==> src/rtl/alu_writeback_buffer_pkg.sv <==
// rtl/alu_writeback_buffer_pkg.sv - shared types and defaults for the ALU writeback buffer
package alu_writeback_buffer_pkg;
  localparam int DATA_W_DEF     = 32;
  localparam int REG_ADDR_W_DEF = 5;
  localparam int ZERO_REG       = 0;

  typedef enum logic {
    IDLE  = 1'b0,
    WRITE = 1'b1
  } wb_state_t;
endpackage

==> src/rtl/alu_writeback_buffer_fifo.sv <==
// rtl/alu_writeback_buffer_fifo.sv - circular result queue with youngest-match forwarding scan
module alu_writeback_buffer_fifo
  import alu_writeback_buffer_pkg::*;
#(
  parameter int DATA_W     = DATA_W_DEF,
  parameter int REG_ADDR_W = REG_ADDR_W_DEF,
  parameter int DEPTH      = 2,
  localparam int PTR_W     = $clog2(DEPTH),
  localparam int CNT_W     = $clog2(DEPTH + 1)
) (
  input  logic                  clk,
  input  logic                  rst,
  input  logic                  flush,
  input  logic                  push,
  input  logic [DATA_W-1:0]     push_data,
  input  logic [REG_ADDR_W-1:0] push_dest,
  input  logic                  pop,
  output logic [DATA_W-1:0]     head_data,
  output logic [REG_ADDR_W-1:0] head_dest,
  output logic [CNT_W-1:0]      count,
  output logic                  full,
  output logic                  empty,
  input  logic [REG_ADDR_W-1:0] q_addr,
  output logic                  q_hit,
  output logic [DATA_W-1:0]     q_data
);
  logic [DATA_W-1:0]     data_mem [DEPTH];
  logic [REG_ADDR_W-1:0] dest_mem [DEPTH];
  logic [PTR_W-1:0]      wr_ptr;
  logic [PTR_W-1:0]      rd_ptr;
  logic                  do_push;
  logic                  do_pop;

  assign full    = (count == CNT_W'(DEPTH));
  assign empty   = (count == '0);
  assign do_push = push && !full;
  assign do_pop  = pop && !empty;

  assign head_data = data_mem[rd_ptr];
  assign head_dest = dest_mem[rd_ptr];

  always_ff @(posedge clk or posedge rst) begin
    if (rst) begin
      wr_ptr <= '0;
      rd_ptr <= '0;
      count  <= '0;
      for (int i = 0; i < DEPTH; i++) begin
        data_mem[i] <= '0;
        dest_mem[i] <= '0;
      end
    end else if (flush) begin
      wr_ptr <= '0;
      rd_ptr <= '0;
      count  <= '0;
    end else begin
      if (do_push) begin
        data_mem[wr_ptr] <= push_data;
        dest_mem[wr_ptr] <= push_dest;
        wr_ptr           <= wr_ptr + PTR_W'(1);
      end
      if (do_pop) begin
        rd_ptr <= rd_ptr + PTR_W'(1);
      end
      count <= count + CNT_W'(do_push) - CNT_W'(do_pop);
    end
  end

  // Walk oldest to youngest so the last match seen is the youngest one.
  always_comb begin
    logic [PTR_W-1:0] idx;
    idx    = '0;
    q_hit  = 1'b0;
    q_data = '0;
    for (int i = 0; i < DEPTH; i++) begin
      idx = rd_ptr + PTR_W'(i);
      if ((CNT_W'(i) < count) && (dest_mem[idx] == q_addr) &&
          (q_addr != REG_ADDR_W'(ZERO_REG))) begin
        q_hit  = 1'b1;
        q_data = data_mem[idx];
      end
    end
  end
endmodule

==> src/rtl/alu_writeback_buffer.sv <==
// rtl/alu_writeback_buffer.sv - queues ALU results and retires them to the register file
module alu_writeback_buffer
  import alu_writeback_buffer_pkg::*;
#(
  parameter int DATA_W     = DATA_W_DEF,
  parameter int REG_ADDR_W = REG_ADDR_W_DEF,
  parameter int DEPTH      = 2
) (
  input  logic                         clk,
  input  logic                         rst,
  input  logic                         res_valid,
  output logic                         res_ready,
  input  logic [DATA_W-1:0]            res_data,
  input  logic [REG_ADDR_W-1:0]        res_dest,
  input  logic                         res_wen,
  input  logic                         flush,
  output logic                         rf_we,
  output logic [REG_ADDR_W-1:0]        rf_waddr,
  output logic [DATA_W-1:0]            rf_wdata,
  input  logic                         rf_ack,
  input  logic [REG_ADDR_W-1:0]        q_addr,
  output logic                         q_hit,
  output logic [DATA_W-1:0]            q_data,
  output logic [$clog2(DEPTH+1)-1:0]   count,
  output logic                         busy
);
  localparam int CNT_W = $clog2(DEPTH + 1);

  wb_state_t             state;
  wb_state_t             state_next;
  logic                  full;
  logic                  empty;
  logic                  push;
  logic                  pop;
  logic [DATA_W-1:0]     head_data;
  logic [REG_ADDR_W-1:0] head_dest;

  // Ready depends only on stored occupancy, so a full queue stays blocked even when an ack frees a slot.
  assign res_ready = !full;
  assign push      = res_valid && res_ready && res_wen &&
                     (res_dest != REG_ADDR_W'(ZERO_REG));
  assign rf_we     = (state == WRITE);
  assign pop       = rf_we && rf_ack;
  assign rf_waddr  = rf_we ? head_dest : '0;
  assign rf_wdata  = rf_we ? head_data : '0;
  assign busy      = !empty;

  alu_writeback_buffer_fifo #(
    .DATA_W     (DATA_W),
    .REG_ADDR_W (REG_ADDR_W),
    .DEPTH      (DEPTH)
  ) u_fifo (
    .clk       (clk),
    .rst       (rst),
    .flush     (flush),
    .push      (push),
    .push_data (res_data),
    .push_dest (res_dest),
    .pop       (pop),
    .head_data (head_data),
    .head_dest (head_dest),
    .count     (count),
    .full      (full),
    .empty     (empty),
    .q_addr    (q_addr),
    .q_hit     (q_hit),
    .q_data    (q_data)
  );

  always_ff @(posedge clk or posedge rst) begin
    if (rst) state <= IDLE;
    else     state <= state_next;
  end

  always_comb begin
    state_next = state;
    case (state)
      IDLE:    if (push) state_next = WRITE;
      WRITE:   if (rf_ack && (count == CNT_W'(1)) && !push) state_next = IDLE;
      default: state_next = IDLE;
    endcase
    if (flush) state_next = IDLE;
  end
endmodule

==> config.mk <==
export PLATFORM = sky130hd
export DESIGN_NAME = alu_writeback_buffer
export DESIGN_NICKNAME = d
export VERILOG_FILES = /design/src/rtl/alu_writeback_buffer_pkg.sv /design/src/rtl/alu_writeback_buffer_fifo.sv /design/src/rtl/alu_writeback_buffer.sv
export SDC_FILE = /design/constraint.sdc
export NUM_CORES = 1
export LEC_CHECK = 0
export BUFFER_PORTS_ARGS = -buffer_cell sky130_fd_sc_hd__clkbuf_2
export CAP_MARGIN = 15
export CORE_MARGIN = 2
export CORE_UTILIZATION = 47
export CTS_CLUSTER_DIAMETER = 120
export DETAILED_ROUTE_END_ITERATION = 7
export PLACE_DENSITY_LB_ADDON = 0.12
export SLEW_MARGIN = 20
export SYNTH_ARGS = -nofsm -noshare
export SYNTH_HDL_FRONTEND = slang
export SYNTH_SLANG_ARGS = --single-unit
==> constraint.sdc <==
create_clock -name clk -period 2.2 [get_ports clk]
set_input_delay 0.33 -clock clk [delete_from_list [all_inputs] [get_ports clk]]
set_output_delay 0.33 -clock clk [all_outputs]
set_load 0.03 [all_outputs]
==> impl_metrics.ini <==
[die]
die_w_um = 98.58
die_h_um = 98.58
start_util = 0.4844
die-area_mm2 = 0.009717
num_rows = 34
coreArea_mm2 = 0.008678
pin_count = 123

[timing]
setup_slack_ns = -0.7506
rsz0062_at_grt = yes
slew_violations = 0
fin_crit_sh = 1.341
setup_viol = 33
period_needed_ns = 2.951
fin_skew_ns = 0.01331
max_slew.worst_pin.slew_ns = 0.4340
fmax_mhz = 338.9
slew_headroom = 0.7080
whs_ns = 0.08728
hold_viol_final = 0

[yosys]
synthCells = 338
synth_edf_count = 0
yosysSeqAreaShare = 0.4702
synth.distinct_cells = 28
netlist_top_cells_area = dfrtp_1 (47%), mux2_1 (18%), mux2i_1 (10%)
synthArstFlopShare = 1.000
syn_avg_cell_area_um2 = 12.44
syn_nets = 388
synth-seq-cells = 79
syn_area_mm2 = 0.004204
yosysTopAreaCellShare = 0.4702
synth_area_leader_cell = dfrtp_1
ys_dominant_reg_cell = dfrtp_1
synth_warnings = 0

[routing]
avgViaCountPerCell = 5.310
drt-pass1-iter-count = 4
drc = 0
wl_met1_um = 4327
antenna_left = 0
dr_wl_met2_um = 5049
wl_per_cell_um = 16.57
vias = 3186
routed_wl_um = 9943
maxUsedRoutingLayer = met4
drt-initial-drc-count = 54
dr_wl_met3_um = 512

[finish]
area_growth_pct = 31.88
nets = 538
final_common_cell = clkbuf_2
drive_above_1_share = 0.4695
utilization = 0.6388
diodes = 0
mostFrequentLayoutCells = clkbuf_2 (98), dfrtp_1 (77), mux2_1 (67)

[critical_path]
crit_start = u_fifo.rd_ptr
reg2reg_slack_ns = 0.22
crit_fanout = 18
crit_path_end_kind = output port
r2r_start = u_fifo.count[1]
rr_worst_depth = 7
required_ns = 1.87
critical_path_class = reg -> out
critPathLaunchType = register
cp.arrival_ns = 2.62
r2r-end = u_fifo.data_mem[34]

[clock_network]
clk_path_buf_depth = 2
cts_num_sinks = 79
root_buffer = clkbuf_8
numCtsBuffers = 9
cts_max_level = 3
cts_tree = done
cts.hold.buffers_added = 0
cts.clk_slew.worst_paths_ns = 0.09
clk_latency_ns = 0.34

[grt]
grt_pass1_wl_um = 15900
grtUsageTotal = 0.2063
grt_max_degree = 80
grt-ovfl-total = 0
grt_pass1_vias = 3218
antenna_found_initial = 0

[placed_design]
dp_hpwl_um = 6737
gp_congestion = 0.7624
portBuffers = 122

[pwr]
clkPwrFrac = 0.261
leakage_nw = 2.641
ir_worst_vdd_mv = 0.5427
total_power_mw = 4.559
p_int_mw = 3.135
sequentialPowerShare = 0.480
sw_frac_of_total = 0.3124
pwr_density_cell_mw_per_mm2 = 822.4
p_comb_frac = 0.259
switchingPower_mw = 1.424

[status]
status = finished with violations
violations = negative setup slack

[job]
drv_cap = 0

[hold_path]
min-delay-path-class = in -> async
worst max path at each step:
| stage | cells after the start | end | slack, ns |
|---|---|---|---|
| 3_5_place_dp | 9 | q_data[11] | -0.49 |
| 6_report | 9 | q_data[1] | -0.75 |
| 2_1_floorplan | 8 | q_data[10] | -0.19 |
| 4_1_cts | 9 | q_data[11] | -0.74 |
| 5_1_grt | 9 | q_data[1] | -0.85 |
| 3_3_place_gp | 9 | q_data[11] | -0.41 |
worst max-delay path: stages, from the launching register on:
cell	delay, ns
dfrtp_2	0.44
buf_4	0.16
mux2i_2	0.15
xnor2_1	0.14
nor4_1	0.26
nand4_1	0.17
mux2_2	0.36
buf_12	0.17
a22o_2	0.27
clkbuf_4	0.18
synthesized netlist by cell type (2+ instances only):
cell / number
nor2_1: 7
buf_1: 3
ha_1: 2
nand3_1: 3
xnor2_1: 11
nor3_1: 4
nor4_1: 2
nand3b_1: 2
a22o_1: 32
mux2_1: 67
buf_2: 7
dfrtp_1: 79
nand2_1: 2
a21oi_1: 2
nor2b_1: 37
clkbuf_1: 9
buf_6: 4
nor3b_1: 2
mux2_2: 9
and3_1: 2
xor2_1: 2
inv_1: 3
mux2i_1: 42
sequential cells by signal (all words and copies together), names as in the netlist:
| signal | flops |
|---|---|
| rf_we | 1 |
| u_fifo.count | 2 |
| u_fifo.data_mem | 64 |
| u_fifo.dest_mem | 10 |
| u_fifo.rd_ptr | 1 |
| u_fifo.wr_ptr | 1 |
per-stage QoR:
stage	std cells	setup WS [ns]	TNS, ns	cell area, um^2
detailed placement	580	-0.4936	-14.90	5239
global placement	580	-0.4118	-12.32	5239
floorplan	338	-0.1874	-10.67	4257
global route	600	-0.8503	-26.83	5544
CTS	599	-0.7441	-23.37	5505
finish	600	-0.7506	-23.68	5544
routing by layer:
| metal | track usage | vias to the layer above |
|---|---|---|
| met5 | 0 | - |
| met4 | 0.05690 | 0 |
| met3 | 0.04681 | 4 |
| met2 | 0.3569 | 79 |
| met1 | 0.2612 | 1596 |
| li1 | - | 1507 |
layout make-up:
type	instances	area (um^2)
fill	761	3134
inverter	4	18.77
timing repair buffer	162	1018
clock buffer	10	137.6
clock inverter	5	81.33
tap	108	135.1
sequential	79	1979
multi-input combinational	232	2173
power groups by stage:
| stage | combinational (mW) | clock, mW | sequential [mW] |
|---|---|---|---|
| after floorplan | 0.813 | 0 | 2.13 |
| after global placement | 1.13 | 0 | 2.19 |
| after detailed placement | 1.17 | 0 | 2.21 |
| after CTS | 1.18 | 1.22 | 2.18 |
| after global routing | 1.30 | 1.29 | 2.24 |
| final | 1.18 | 1.19 | 2.19 |
kinds of logic after synthesis:
group                      Yosys count  synth area share
muxes                              118            0.3036
DFF                                 79            0.4702
and+or+nand+nor                     64           0.08899
AOI/OAI and AO/OA                   35           0.07083
buffers and inverters               27           0.03333
xor gates and xnor gates            13           0.02708
adders and majority gates            2          0.005951
timing repair:
item,CTS,global route
pin swaps,1,0
endpoints found under the setup margin,33,37
resized for setup,5,32
setup buffers,4,1
Power figures use the tool's default switching activity.
